--- src/rtl/tiger_icache_pkg.sv ---
// -----------------------------------------------------------------------------
// tiger_icache_pkg
// Shared definitions for the instruction-cache line-fill engine:
//   - default geometry (word width, words per line, word-select bits, address
//     width) and the derived byte-in-word offset width
//   - the fill state machine encoding
// -----------------------------------------------------------------------------
package tiger_icache_pkg;

    localparam int N_DEF = 32;                 // word width in bits
    localparam int M_DEF = 8;                  // words per cache line
    localparam int S_DEF = 3;                  // log2(M_DEF)
    localparam int A_DEF = 32;                 // byte-address width
    localparam int OB    = $clog2(N_DEF / 8);  // byte-in-word bits for the default word width

    typedef enum logic [1:0] {
        ST_IDLE = 2'd0,
        ST_REQ  = 2'd1,
        ST_FILL = 2'd2,
        ST_DONE = 2'd3
    } fill_state_t;

    // Byte-in-word offset width for an arbitrary word width.
    function automatic int ob_bits(input int n);
        return $clog2(n / 8);
    endfunction

endpackage

--- src/rtl/tiger_icache_line_fill.sv ---
// -----------------------------------------------------------------------------
// tiger_icache_line_fill
// Fetches one instruction-cache line over an Avalon-MM burst read after a miss.
// The line is requested from its aligned base address, the beats are stored in
// order, the missed (critical) word is forwarded as soon as it arrives, and a
// one-cycle pulse announces the completed line.
//
// Ports
//   clk                in   sole clock, rising edge
//   reset              in   synchronous, active-high
//   miss_req           in   line fill request (only honoured while idle)
//   miss_addr          in   byte address of the missing instruction
//   busy               out  fill in progress
//   avm_address        out  line-aligned burst start address
//   avm_read           out  burst read command
//   avm_burstcount     out  burst length, always M
//   avm_waitrequest    in   command stall from the slave
//   avm_readdata       in   returned beat
//   avm_readdatavalid  in   beat qualifier
//   line_data          out  assembled line, word i at [i*N +: N]
//   line_valid         out  one-cycle pulse, line_data complete
//   fwd_valid          out  one-cycle pulse, critical word available
//   fwd_data           out  critical word
// -----------------------------------------------------------------------------
module tiger_icache_line_fill
    import tiger_icache_pkg::*;
#(
    parameter int N = N_DEF,
    parameter int M = M_DEF,
    parameter int S = S_DEF,
    parameter int A = A_DEF
)
(
    input  logic             clk,
    input  logic             reset,
    input  logic             miss_req,
    input  logic [A-1:0]     miss_addr,
    output logic             busy,
    output logic [A-1:0]     avm_address,
    output logic             avm_read,
    output logic [S:0]       avm_burstcount,
    input  logic             avm_waitrequest,
    input  logic [N-1:0]     avm_readdata,
    input  logic             avm_readdatavalid,
    output logic [M*N-1:0]   line_data,
    output logic             line_valid,
    output logic             fwd_valid,
    output logic [N-1:0]     fwd_data
);

    localparam int OBL = ob_bits(N);              // byte-in-word bits
    localparam int LB  = S + OBL;                 // bits cleared to line-align
    localparam logic [S:0] LAST_BEAT = (S+1)'(M - 1);

    fill_state_t        r_state;
    fill_state_t        w_state_next;
    logic [A-1:0]       r_base;
    logic [S-1:0]       r_crit;
    logic [S:0]         r_cnt;
    logic [N-1:0]       r_words [M];
    logic [N-1:0]       r_fwd_data;
    logic               r_fwd_valid;

    logic               w_accept;
    logic               w_beat;
    logic               w_crit_hit;
    logic [A-1:0]       w_base;
    logic [S-1:0]       w_crit;
    logic [M-1:0]       w_word_we;

    // Line-aligned base and critical word index of the incoming miss.
    assign w_base = {miss_addr[A-1:LB], {LB{1'b0}}};
    assign w_crit = miss_addr[LB-1:OBL];

    // Byte offset within a word never matters for a word-granular fill.
    generate
        if (OBL > 0) begin : g_unused_offset
            logic w_unused_offset;
            assign w_unused_offset = ^miss_addr[OBL-1:0];
        end
    endgenerate

    // -------------------------------------------------------------------------
    // Next-state logic
    // -------------------------------------------------------------------------
    always_comb begin
        w_state_next = r_state;
        w_accept     = 1'b0;
        w_beat       = 1'b0;
        case (r_state)
            ST_IDLE: begin
                if (miss_req) begin
                    w_accept     = 1'b1;
                    w_state_next = ST_REQ;
                end
            end
            ST_REQ: begin
                if (!avm_waitrequest) begin
                    w_state_next = ST_FILL;
                end
            end
            ST_FILL: begin
                // Beats are only meaningful here; strays in other states fall through.
                if (avm_readdatavalid) begin
                    w_beat = 1'b1;
                    if (r_cnt == LAST_BEAT) begin
                        w_state_next = ST_DONE;
                    end
                end
            end
            ST_DONE: begin
                w_state_next = ST_IDLE;
            end
            default: begin
                w_state_next = ST_IDLE;
            end
        endcase
    end

    assign w_crit_hit = w_beat && (r_cnt == {1'b0, r_crit});

    // One write enable per word slot of the line register.
    genvar gi;
    generate
        for (gi = 0; gi < M; gi++) begin : g_word
            assign w_word_we[gi]           = w_beat && (r_cnt == (S+1)'(gi));
            assign line_data[gi*N +: N]    = r_words[gi];
        end
    endgenerate

    // -------------------------------------------------------------------------
    // State, address, counter and forwarding registers
    // -------------------------------------------------------------------------
    always_ff @(posedge clk) begin
        if (reset) begin
            r_state     <= ST_IDLE;
            r_base      <= '0;
            r_crit      <= '0;
            r_cnt       <= '0;
            r_fwd_data  <= '0;
            r_fwd_valid <= 1'b0;
        end else begin
            r_state     <= w_state_next;
            r_fwd_valid <= 1'b0;
            if (w_accept) begin
                r_base <= w_base;
                r_crit <= w_crit;
                r_cnt  <= '0;
            end
            if (w_beat) begin
                r_cnt <= (r_cnt == LAST_BEAT) ? '0 : r_cnt + (S+1)'(1);
            end
            // Registered forward: the pulse appears in the cycle after the beat.
            if (w_crit_hit) begin
                r_fwd_data  <= avm_readdata;
                r_fwd_valid <= 1'b1;
            end
        end
    end

    // Line register: words persist until overwritten by the next fill's beats.
    always_ff @(posedge clk) begin
        if (reset) begin
            for (int i = 0; i < M; i++) begin
                r_words[i] <= '0;
            end
        end else begin
            for (int i = 0; i < M; i++) begin
                if (w_word_we[i]) begin
                    r_words[i] <= avm_readdata;
                end
            end
        end
    end

    // -------------------------------------------------------------------------
    // Outputs
    // -------------------------------------------------------------------------
    assign busy           = (r_state != ST_IDLE);
    assign avm_read       = (r_state == ST_REQ);
    assign avm_address    = r_base;
    assign avm_burstcount = (S+1)'(M);
    assign line_valid     = (r_state == ST_DONE);
    assign fwd_valid      = r_fwd_valid;
    assign fwd_data       = r_fwd_data;

endmodule

--- config.mk ---
export PLATFORM = sky130hd
export DESIGN_NAME = tiger_icache_line_fill
export DESIGN_NICKNAME = d
export VERILOG_FILES = /design/src/rtl/tiger_icache_pkg.sv /design/src/rtl/tiger_icache_line_fill.sv
export SDC_FILE = /design/constraint.sdc
export NUM_CORES = 1
export LEC_CHECK = 0
export ABC_CLOCK_PERIOD_IN_PS = 7220
export BUFFER_PORTS_ARGS = -buffer_cell sky130_fd_sc_hd__buf_2
export CAP_MARGIN = 15
export CELL_PAD_IN_SITES_DETAIL_PLACEMENT = 0
export CELL_PAD_IN_SITES_GLOBAL_PLACEMENT = 1
export CORE_UTILIZATION = 42
export DETAILED_ROUTE_END_ITERATION = 8
export GPL_TIMING_DRIVEN = 0
export PLACE_DENSITY_LB_ADDON = 0.3
export SYNTH_ARGS = -nofsm -noshare
export SYNTH_HDL_FRONTEND = slang
export SYNTH_SLANG_ARGS = --single-unit
--- constraint.sdc ---
create_clock -name clk -period 7.22 [get_ports clk]
set_clock_uncertainty 0.05 [all_clocks]
set_input_delay 0.722 -clock clk [delete_from_list [all_inputs] [get_ports clk]]
set_output_delay 0.722 -clock clk [all_outputs]
set_load 0.02 [all_outputs]
==> impl_metrics.csv <==
group,metric,value,unit
sta,finalCritPeriodShare,41.72,%
drt,drc_errors,0,
setup_path,r2r_cells,7,
sta,tns,0,ps
sta,slew_violations,0,
setup_path,crit_end,"r_words[1][80]",
yosys,synth_edf_count,256,
placed_design,io_buffer_count,384,
drt,viasPerCell,4.584,
setup_path,crit_path_start,"reset",
drt,wl_per_cell,19.12,um
power_and_ir_drop,power,4.664,mW
final_layout,nFillCells,2475,
final_layout,nets,1396,
yosys,yosysTopAreaCell,"edfxtp_1",
setup_path,endpoint_kind,"flip-flop",
sta,setup_slack,4208,ps
yosys,synthesis.instances,884,
cts,numCtsBuffers,35,
sta,rsz0062_at_grt,"no",
cts,cts_htree_levels,2,
die,core,0.02778,mm^2
setup_path,r2r_slack,4630,ps
cts,worst_skew_pair.late_latency,500,ps
cts,cts_resized,0,
global_route,antenna_found_initial,1,
global_route,grt_pass1_vias,7718,
drt,firstDrtPassIters,4,
yosys,ys_async_sr_fraction,0,%
die,start_util,42.61,%
yosys,seq_area_frac_synth,76.60,%
die,dieArea,0.02886,mm^2
die,die_width,169.9,um
hold_path,hold_path_class,"reg2reg",
yosys,synth.avg_cell_area,13.39,um^2
sta,slew_headroom,24.28,%
sta,fin_crit,3012,ps
final_layout,ff_latch_area,0.009069,mm^2
job,maxCapViolCount,0,
placed_design,dp_hpwl,22930,um
yosys,synth_top_area_share,64.93,%
global_route,gr-usage-all-layers,22.45,%
final_layout,instances_no_fill,1723,
cts,cts_tree,"built",
drt,vias,7899,
sta,finalSetupViolCount,0,
die,io-pin-count,397,
yosys,syn-cell-area,0.01184,mm^2
setup_path,cp.arrival,3080,ps
drt,first_iter_violations,482,
sta,tightest_slew,1136,ps
power_and_ir_drop,powerDensity,298.9,mW/mm^2
final_layout,multi_input_area,0.002321,mm^2
cts,hold_buffers,0,
yosys,synthTopCellsByCount,"edfxtp_1, nor2_1, nand2b_1",
hold_path,hold_start,"avm_address[10]",
power_and_ir_drop,total_leakage_power,6.917,nW
yosys,synth.top_cells.by_area,"edfxtp_1, dfxtp_1, nor2_1, nand2b_1, mux2i_1",
setup_path,r2r-start,"r_state[0]",
setup_path,crit_fanout,32,
cts,cts-root-buf,"clkbuf_16",
sta,final_hold_viol_count,0,
final_layout,syn_to_final_growth,31.77,%
placed_design,placedCellCount,1660,
setup_path,required,7290,ps
placed_design,gp_congestion,0.7613,
setup_path,r2r-end,"r_words[0][60]",
drt,ant_nets,0,
die,num_rows,61,
yosys,ys_warn_count,0,
yosys,synthFlopType,"edfxtp_1",
cts,cts_setup_buffers,0,
drt,wl,32940,um
yosys,synthDistinctLibCells,31,
outcome,status,"finished clean",
global_route,overflow,0,
placed_design,dp_worst_setup_slack,3655,ps
final_layout,final_layout_size_suffix_gt1_share,35.86,%
cts,cts_sinks,325,
die,die_y,169.9,um
yosys,ys_seq_elements,325,
cts,clk_pin_slew_worst_paths,60,ps
setup_path,path_class,"in2reg",
global_route,grt_max_degree,33,
cts,cts.path.max_buffers,3,
sta,fmax,0.3320,GHz
setup_path,cp-start-kind,"primary input",
power_and_ir_drop,peakVddDrop,0.1826,mV
yosys,post-synth-top-count-cell,"edfxtp_1",
global_route,grt_pass1_wl,47310,um
[report_power, final]
group / switching, mW / leakage, nW / total (mW) / internal (mW)
combinational: 0.479 / 3.21 / 0.695 / 0.216
sequential: 0.0503 / 3.16 / 2.21 / 2.16
clock: 0.709 / 0.548 / 1.76 / 1.05
total: 1.24 / 6.92 / 4.66 / 3.42
[per-stage QoR]
stage	area (um^2)	hold slack, ps	util [%]
detailed placement	14460	393.6	52.06
CTS	15600	388.0	56.14
global placement	14260	388.9	51.33
floorplan	11870	399.6	-
finish	15600	398.6	56.15
global route	15600	392.7	56.15
[final cells by class]
| class | instances | share of cell area, % |
|---|---|---|
| clock inverters | 16 | 1.123 |
| inverters | 37 | 0.8903 |
| repair buffers | 391 | 13.46 |
| diodes | 1 | 0.01604 |
| clock buffers | 46 | 6.144 |
| multi-input cells | 448 | 14.88 |
| well taps | 378 | 3.032 |
| plain buffers | 81 | 2.326 |
| flip-flops and latches | 325 | 58.13 |
[sequential cells by signal, indices dropped and copies added (netlist names)]
signal       cells
avm_address     27
r_state          2
fwd_data        32
fwd_valid        1
r_crit           3
r_cnt            4
r_words        256
[kinds of logic (layout without fill, tap and decap cells)]
| group | Yosys count | after routing | share of synthesized area, % |
|---|---|---|---|
| other | 2 | 10 | 0.06344 |
| muxes | 33 | 33 | 2.790 |
| AOI/OAI and AO/OA | 41 | 41 | 1.966 |
| and+or+nand+nor | 354 | 354 | 13.27 |
| xor gates and xnor gates | 3 | 3 | 0.2220 |
| DFF | 325 | 325 | 76.60 |
| buffers and inverters | 118 | 571 | 4.238 |
| adders and majority gates | 8 | 8 | 0.8455 |
[layer usage]
| layer | GRT usage, % | vias up | share of wire (%) |
|---|---|---|---|
| met2 | 37.97 | 332 | 50 |
| met5 | 0 | - | 0 |
| met1 | 28.06 | 3710 | 41 |
| li1 | - | 3804 | - |
| met4 | 7.716 | 0 | 2.5 |
| met3 | 5.581 | 53 | 7.5 |
[how the worst min path moves through the flow]
stage	slack, ps	cells after the start	to
finish	400	2	avm_address[10]
global route	390	3	r_crit[2]
CTS	390	3	r_crit[1]
detailed placement	390	2	avm_address[10]
global placement	390	2	avm_address[24]
floorplan	400	2	r_crit[0]
[critical path: stages]
cell      delay, ps
clkbuf_1        410
clkbuf_1        540
clkbuf_1        440
a31o_2          930
[cell usage in the layout, fill, tap and decap left out, drive strengths merged]
master / instances
conb: 9
clkbuf: 98
nand3b: 2
a31o: 1
a22oi: 2
a211oi: 1
nor3: 1
and2: 3
o21bai: 1
a31oi: 1
buf: 420
o21ai: 1
and3b: 2
edfxtp: 256
a21oi: 32
nand4: 2
nor2b: 3
o21a: 1
nand2b: 72
a2111oi: 1
clkinv: 9
ha: 8
or4b: 1
xnor2: 3
dfxtp: 69
inv: 38
mux2i: 33
bufinv: 3
nor2: 195
diode: 1
nand3: 9
clkinvlp: 3
nand2: 64
Power figures use the tool's default switching activity.
